`config.mk`:
```
export PLATFORM = sky130hd
export DESIGN_NAME = ram_dp_param
export DESIGN_NICKNAME = d
export VERILOG_FILES = /design/src/rtl/ram_dp_param.sv
export SDC_FILE = /design/constraint.sdc
export NUM_CORES = 1
export LEC_CHECK = 0
export CORE_MARGIN = 1.5
export CORE_UTILIZATION = 46
export DETAILED_ROUTE_END_ITERATION = 12
export GPL_TIMING_DRIVEN = 0
export PLACE_DENSITY_LB_ADDON = 0.2
export SYNTH_ARGS = -nofsm -noshare
export SYNTH_HDL_FRONTEND = slang
export SYNTH_SLANG_ARGS = --single-unit
```
`constraint.sdc`:
```
create_clock -name clk -period 4.6 [get_ports clk]
set_input_delay 1.38 -clock clk [delete_from_list [all_inputs] [get_ports clk]]
set_output_delay 1.38 -clock clk [all_outputs]
set_load 0.1 [all_outputs]
```
`src/rtl/ram_dp_param.sv`:
```
// Simple dual-port synchronous RAM with one write port, one read port and one clock.
// Features: byte-lane write enables, a selectable same-address collision policy,
// an optional output register stage, and a sequential clear after reset.
// While the clear engine runs, all read and write requests are ignored.
module ram_dp_param #(
    parameter int DATA_W  = 8,
    parameter int DEPTH   = 16,
    parameter int ADDR_W  = 4,
    parameter int RD_MODE = 0,
    parameter int OUT_REG = 0
) (
    input  logic                  clk,
    input  logic                  rst,
    input  logic                  wr_en,
    input  logic [ADDR_W-1:0]     wr_addr,
    input  logic [DATA_W/8-1:0]   wr_be,
    input  logic [DATA_W-1:0]     din,
    input  logic                  rd_en,
    input  logic [ADDR_W-1:0]     rd_addr,
    output logic [DATA_W-1:0]     dout,
    output logic                  rd_valid,
    output logic                  init_busy
);

    localparam int NB    = DATA_W / 8;
    localparam int IDX_W = (DEPTH > 1) ? $clog2(DEPTH) : 1;
    localparam logic [ADDR_W:0]  DEPTH_L  = DEPTH[ADDR_W:0];
    localparam logic [IDX_W-1:0] LAST_PTR = IDX_W'(DEPTH - 1);

    // Reject parameter sets that cannot be built.
    if ((DATA_W % 8) != 0) begin : g_bad_data_w
        $error("ram_dp_param: DATA_W must be a multiple of 8");
    end
    if ((DEPTH < 2) || (DEPTH > (2 ** ADDR_W))) begin : g_bad_depth
        $error("ram_dp_param: DEPTH must lie in 2..2**ADDR_W");
    end

    // Replace each enabled byte lane of the old word with the matching lane of the new word.
    function automatic logic [DATA_W-1:0] merge_lanes(
        input logic [DATA_W-1:0] old_w,
        input logic [DATA_W-1:0] new_w,
        input logic [NB-1:0]     be
    );
        logic [DATA_W-1:0] res;
        res = old_w;
        for (int b = 0; b < NB; b++) begin
            if (be[b]) begin
                res[8*b +: 8] = new_w[8*b +: 8];
            end else begin
                res[8*b +: 8] = old_w[8*b +: 8];
            end
        end
        return res;
    endfunction

    logic [DATA_W-1:0] mem_q [DEPTH];

    logic [IDX_W-1:0]  clr_ptr_q, clr_ptr_d;
    logic              init_busy_q, init_busy_d;
    logic [DATA_W-1:0] stage_q, stage_d;
    logic              stage_vld_q, stage_vld_d;
    logic [DATA_W-1:0] dout_q, dout_d;
    logic              rd_valid_q, rd_valid_d;

    logic              wr_acc_s, rd_acc_s;
    logic              wr_in_rng_s, rd_in_rng_s, collide_s;
    logic [IDX_W-1:0]  wr_idx_s, rd_idx_s;
    logic [DATA_W-1:0] wr_old_s, wr_word_s, rd_old_s, rd_data_s;
    logic              src_vld_s;
    logic [DATA_W-1:0] src_data_s;

    // Request qualification, write-word merge and read-data selection with collision policy.
    always_comb begin
        wr_acc_s    = wr_en & ~init_busy_q;
        rd_acc_s    = rd_en & ~init_busy_q;
        wr_in_rng_s = ({1'b0, wr_addr} < DEPTH_L);
        rd_in_rng_s = ({1'b0, rd_addr} < DEPTH_L);
        wr_idx_s    = wr_in_rng_s ? wr_addr[IDX_W-1:0] : {IDX_W{1'b0}};
        rd_idx_s    = rd_in_rng_s ? rd_addr[IDX_W-1:0] : {IDX_W{1'b0}};
        wr_old_s    = mem_q[wr_idx_s];
        rd_old_s    = mem_q[rd_idx_s];
        wr_word_s   = merge_lanes(wr_old_s, din, wr_be);
        collide_s   = wr_acc_s & rd_acc_s & wr_in_rng_s & (wr_addr == rd_addr);
        if (!rd_in_rng_s) begin
            rd_data_s = {DATA_W{1'b0}};
        end else if (collide_s && (RD_MODE != 0)) begin
            rd_data_s = wr_word_s;
        end else begin
            rd_data_s = rd_old_s;
        end
    end

    // Clear engine next state: walk the pointer 0..DEPTH-1, then release init_busy.
    always_comb begin
        clr_ptr_d   = clr_ptr_q;
        init_busy_d = init_busy_q;
        if (init_busy_q) begin
            if (clr_ptr_q == LAST_PTR) begin
                clr_ptr_d   = {IDX_W{1'b0}};
                init_busy_d = 1'b0;
            end else begin
                clr_ptr_d   = clr_ptr_q + IDX_W'(1);
                init_busy_d = 1'b1;
            end
        end else begin
            clr_ptr_d   = {IDX_W{1'b0}};
            init_busy_d = 1'b0;
        end
    end

    // Clear engine state register; reset restarts the clear from word 0.
    always_ff @(posedge clk or posedge rst) begin
        if (rst) begin
            clr_ptr_q   <= {IDX_W{1'b0}};
            init_busy_q <= 1'b1;
        end else begin
            clr_ptr_q   <= clr_ptr_d;
            init_busy_q <= init_busy_d;
        end
    end

    // Storage array: cleared word-by-word after reset, otherwise byte-masked writes (out-of-range dropped).
    always_ff @(posedge clk) begin
        if (init_busy_q && !rst) begin
            mem_q[clr_ptr_q] <= {DATA_W{1'b0}};
        end else if (wr_acc_s && wr_in_rng_s) begin
            mem_q[wr_idx_s] <= wr_word_s;
        end
    end

    // Read pipeline next state: optional internal stage, then dout holds unless new data arrives.
    always_comb begin
        stage_vld_d = rd_acc_s;
        if (rd_acc_s) begin
            stage_d = rd_data_s;
        end else begin
            stage_d = stage_q;
        end
        if (OUT_REG != 0) begin
            src_vld_s  = stage_vld_q;
            src_data_s = stage_q;
        end else begin
            src_vld_s  = rd_acc_s;
            src_data_s = rd_data_s;
        end
        rd_valid_d = src_vld_s;
        if (src_vld_s) begin
            dout_d = src_data_s;
        end else begin
            dout_d = dout_q;
        end
    end

    // Read pipeline and output registers.
    always_ff @(posedge clk or posedge rst) begin
        if (rst) begin
            stage_q     <= {DATA_W{1'b0}};
            stage_vld_q <= 1'b0;
            dout_q      <= {DATA_W{1'b0}};
            rd_valid_q  <= 1'b0;
        end else begin
            stage_q     <= stage_d;
            stage_vld_q <= stage_vld_d;
            dout_q      <= dout_d;
            rd_valid_q  <= rd_valid_d;
        end
    end

    assign dout      = dout_q;
    assign rd_valid  = rd_valid_q;
    assign init_busy = init_busy_q;

endmodule

```
==> results.md <==
- Avg Inst Size Synth: 15.9 um^2
- Largest net degree at the start of global routing: 17
- Compound-Gate Fraction of Synth Area: 3.95%
- Post-DP HPWL: 8000 um
- Req. time, crit path: 3.22 ns
- FP Rows: 40
- Nets: 432
- Iteration-0 DRC Markers: 232
- LEAKAGE: 2.42 nW
- Layout cells sized above 1: 14.7%
- Tmin final: 3.54 ns
- Reg clk slew, reported paths: 0.06 ns
- Max-slew violations: 0
- Final setup fails: 0
- DIE AREA: 0.0132 mm^2
- Clock root buffer: clkbuf_16
- Detailed Routing Iterations Pass 1: 4
- Synth Area in XOR/XNOR: 0.304%
- Top FF cell, synth: edfxtp_1
- CORE AREA: 0.0121 mm^2
- Post-synth top area share: 66.7%
- RSZ-0062 raised after global routing: no
- Top delay family on crit path: buffers and inverters
- Mux share of post-synthesis cell area: 11.8%
- Worst r2r src: init_busy
- Sequential share of the synthesized area: 72.8%
- Average wire per standard cell: 20.1 um
- Post-cts resize count: 0
- Hold Path Depth: 2
- Die width: 115 um
- VDD IR max: 239 uV
- Cts bufs inserted: 17
- Max Buffers Root-to-Sink: 2
- P&R area growth vs syn: 19.3%
- Chip height: 115 um
- Tot Pwr: 3.05 mW
- Largest family of logic cells by synthesized area: multiplexers
- Syn Inst Count: 362
- Yosys top cell by area: edfxtp_1
- Max_cap viols: 0
- Final Cycle Share: 77.0%
- R2R depth: 5
- Top-Level Pins: 31
- Initial antenna violation count: 0
- YS warnings: 0
- Area contributors post-synth: edfxtp_1, mux2i_1, dfrtp_1
- Vias in the first global route: 3215
- Asr flop ratio synth: 9.86%
- Setup bufs post-CTS: 0
- Post-synth EDFFs: 128
- GP Congestion: 0.809
- CTS tree: yes
- Hold Crit Class: flop to flop
- Setup_tns: 0 ns
- H-Tree Depth: 4
- Total grt overflow: 0
- Crit path DAT: 2.16 ns
- Simple-Gate Fraction of Synth Area: 8.31%
- ANT nets after route: 0
- Total Routing Usage GR: 19.8%
- Final hold vios: 0
- Hold_sp: dout[3]
- Pwr Density: 443 mW/mm^2
- Synth Area in Adders: 0.217%
- DRC Markers: 0
- Clock Sinks: 142
- I/O Buffers: 29
- Synth Register Bits: 142
- Final Skew: 0.00617 ns
- Synthesized area: 0.00576 mm^2
- CP max stage cell: clkdlybuf4s50_1
- Top post-synthesis cells by count: edfxtp_1, mux2i_1, nand2_1
- Initial Util: 47.6%
- Fillers: 1009
- Slowest cell delay on critical path: 1.15 ns
- Worst Setup End Kind: primary output
- Hold buffers post-CTS: 0
- Crit path kind: flop to primary output
- Worst-margin pin slew: 0.979 ns
- Status: finished clean
- Unique masters post-synth: 32
- Worst path buffer plus inverter count: 1
- Total number of vias: 3158
- DR vias/cell: 5.34
- CP Launch Type: flop
- Worst path cell trace: clkdlybuf4s50_1
- DRT Wirelength: 11900 um
- Crit-path max FO: 8
- First-pass GRT wire length: 18200 um
- R2R Path End: mem_q[14][6]
- Hold path endpoint: dout[3]
- Clk Latency, worst-skew pair: 0.42 ns
- Slew Limit Headroom: 34.6%
- Worst reg-to-reg setup slack: 2.17 ns
- Most common cell in the netlist: edfxtp_1
- Fmax: 282 MHz
- # diodes: 0
- Synth Net Count: 384
==> through the flow <==
stage	cells	hold WS, ns	setup slack (ns)	util, %	area (um^2)
final	591	0.477	1.06	56.8	6880
after global routing	591	0.515	1.02	56.8	6880
after CTS	591	0.485	1.03	56.8	6880
after detailed placement	559	0.472	0.766	51.7	6260
after global placement	559	0.465	0.816	51.7	6260
after floorplan	362	0.500	1.75	-	5760
==> cells in the final DEF (no fill, tap or decap), drive strengths merged, types with 8 or more instances in the layout <==
cell             n
a22oi           24
and2            12
buf             18
clkbuf          21
clkdlybuf4s50   29
dfrtp           13
edfxtp         128
mux2i           65
nand2           30
nand3           18
nand4            8
nor2            21
==> flip-flops by register name, indices dropped and copies added, names as in the netlist <==
name / count
dout: 8
clr_ptr_q: 4
mem_q: 128
rd_valid: 1
init_busy: 1
==> area by class of cell <==
class	count	area (um^2)	area share, %
Buffer	18	128	1.86
Clock buffer	21	470	6.84
Clock inverter	11	140	2.04
Inverter	7	26.3	0.382
Multi-Input combinational cell	195	1420	20.6
Sequential cell	142	4200	61.0
Tap cell	168	210	3.06
Timing Repair Buffer	29	290	4.22
==> where the power goes <==
part / leakage (nW) / total, mW / switching [mW] / internal (mW)
clock: 0.291 / 1.39 / 0.496 / 0.891
combinational: 0.914 / 0.231 / 0.159 / 0.0718
sequential: 1.22 / 1.43 / 0.00811 / 1.42
total: 2.42 / 3.05 / 0.663 / 2.38
==> worst reg2reg max path, delay by kind of cell (launching register included) <==
| kind | cells | cell delay, ns |
|---|---|---|
| AOI/OAI and AO/OA | 1 | 0.14 |
| buffers and inverters | 1 | 0.14 |
| DFF | 1 | 0.60 |
| and+or+nand+nor | 3 | 1.17 |
==> worst max-delay path by stage <==
stage,from,to,slack (ns),cells past startpoint
finish,init_busy,init_busy,1.06,1
detailed placement,rst,mem_q[14][3],0.77,5
global route,init_busy,init_busy,1.02,1
CTS,init_busy,init_busy,1.03,1
floorplan,rst,mem_q[10][0],1.75,4
global placement,rst,mem_q[14][3],0.82,5
==> routing by layer <==
metal	up-vias	wire length [um]	track usage, %
met1	1578	4960	26.3
li1	1470	-	-
met2	94	5750	31.1
met3	16	861	5.22
met5	-	0	0
met4	0	291	8.81
==> cells by family (layout without fill, tap and decap cells) <==
family	count (synthesis)	count (layout)
AOI/OAI and AO/OA	30	30
DFF	142	142
and+or+nand+nor	96	96
buffers and inverters	25	86
muxes	66	66
adders and majority gates	1	1
xor gates and xnor gates	2	2
Note: power is estimated with default switching activity, not from simulation.
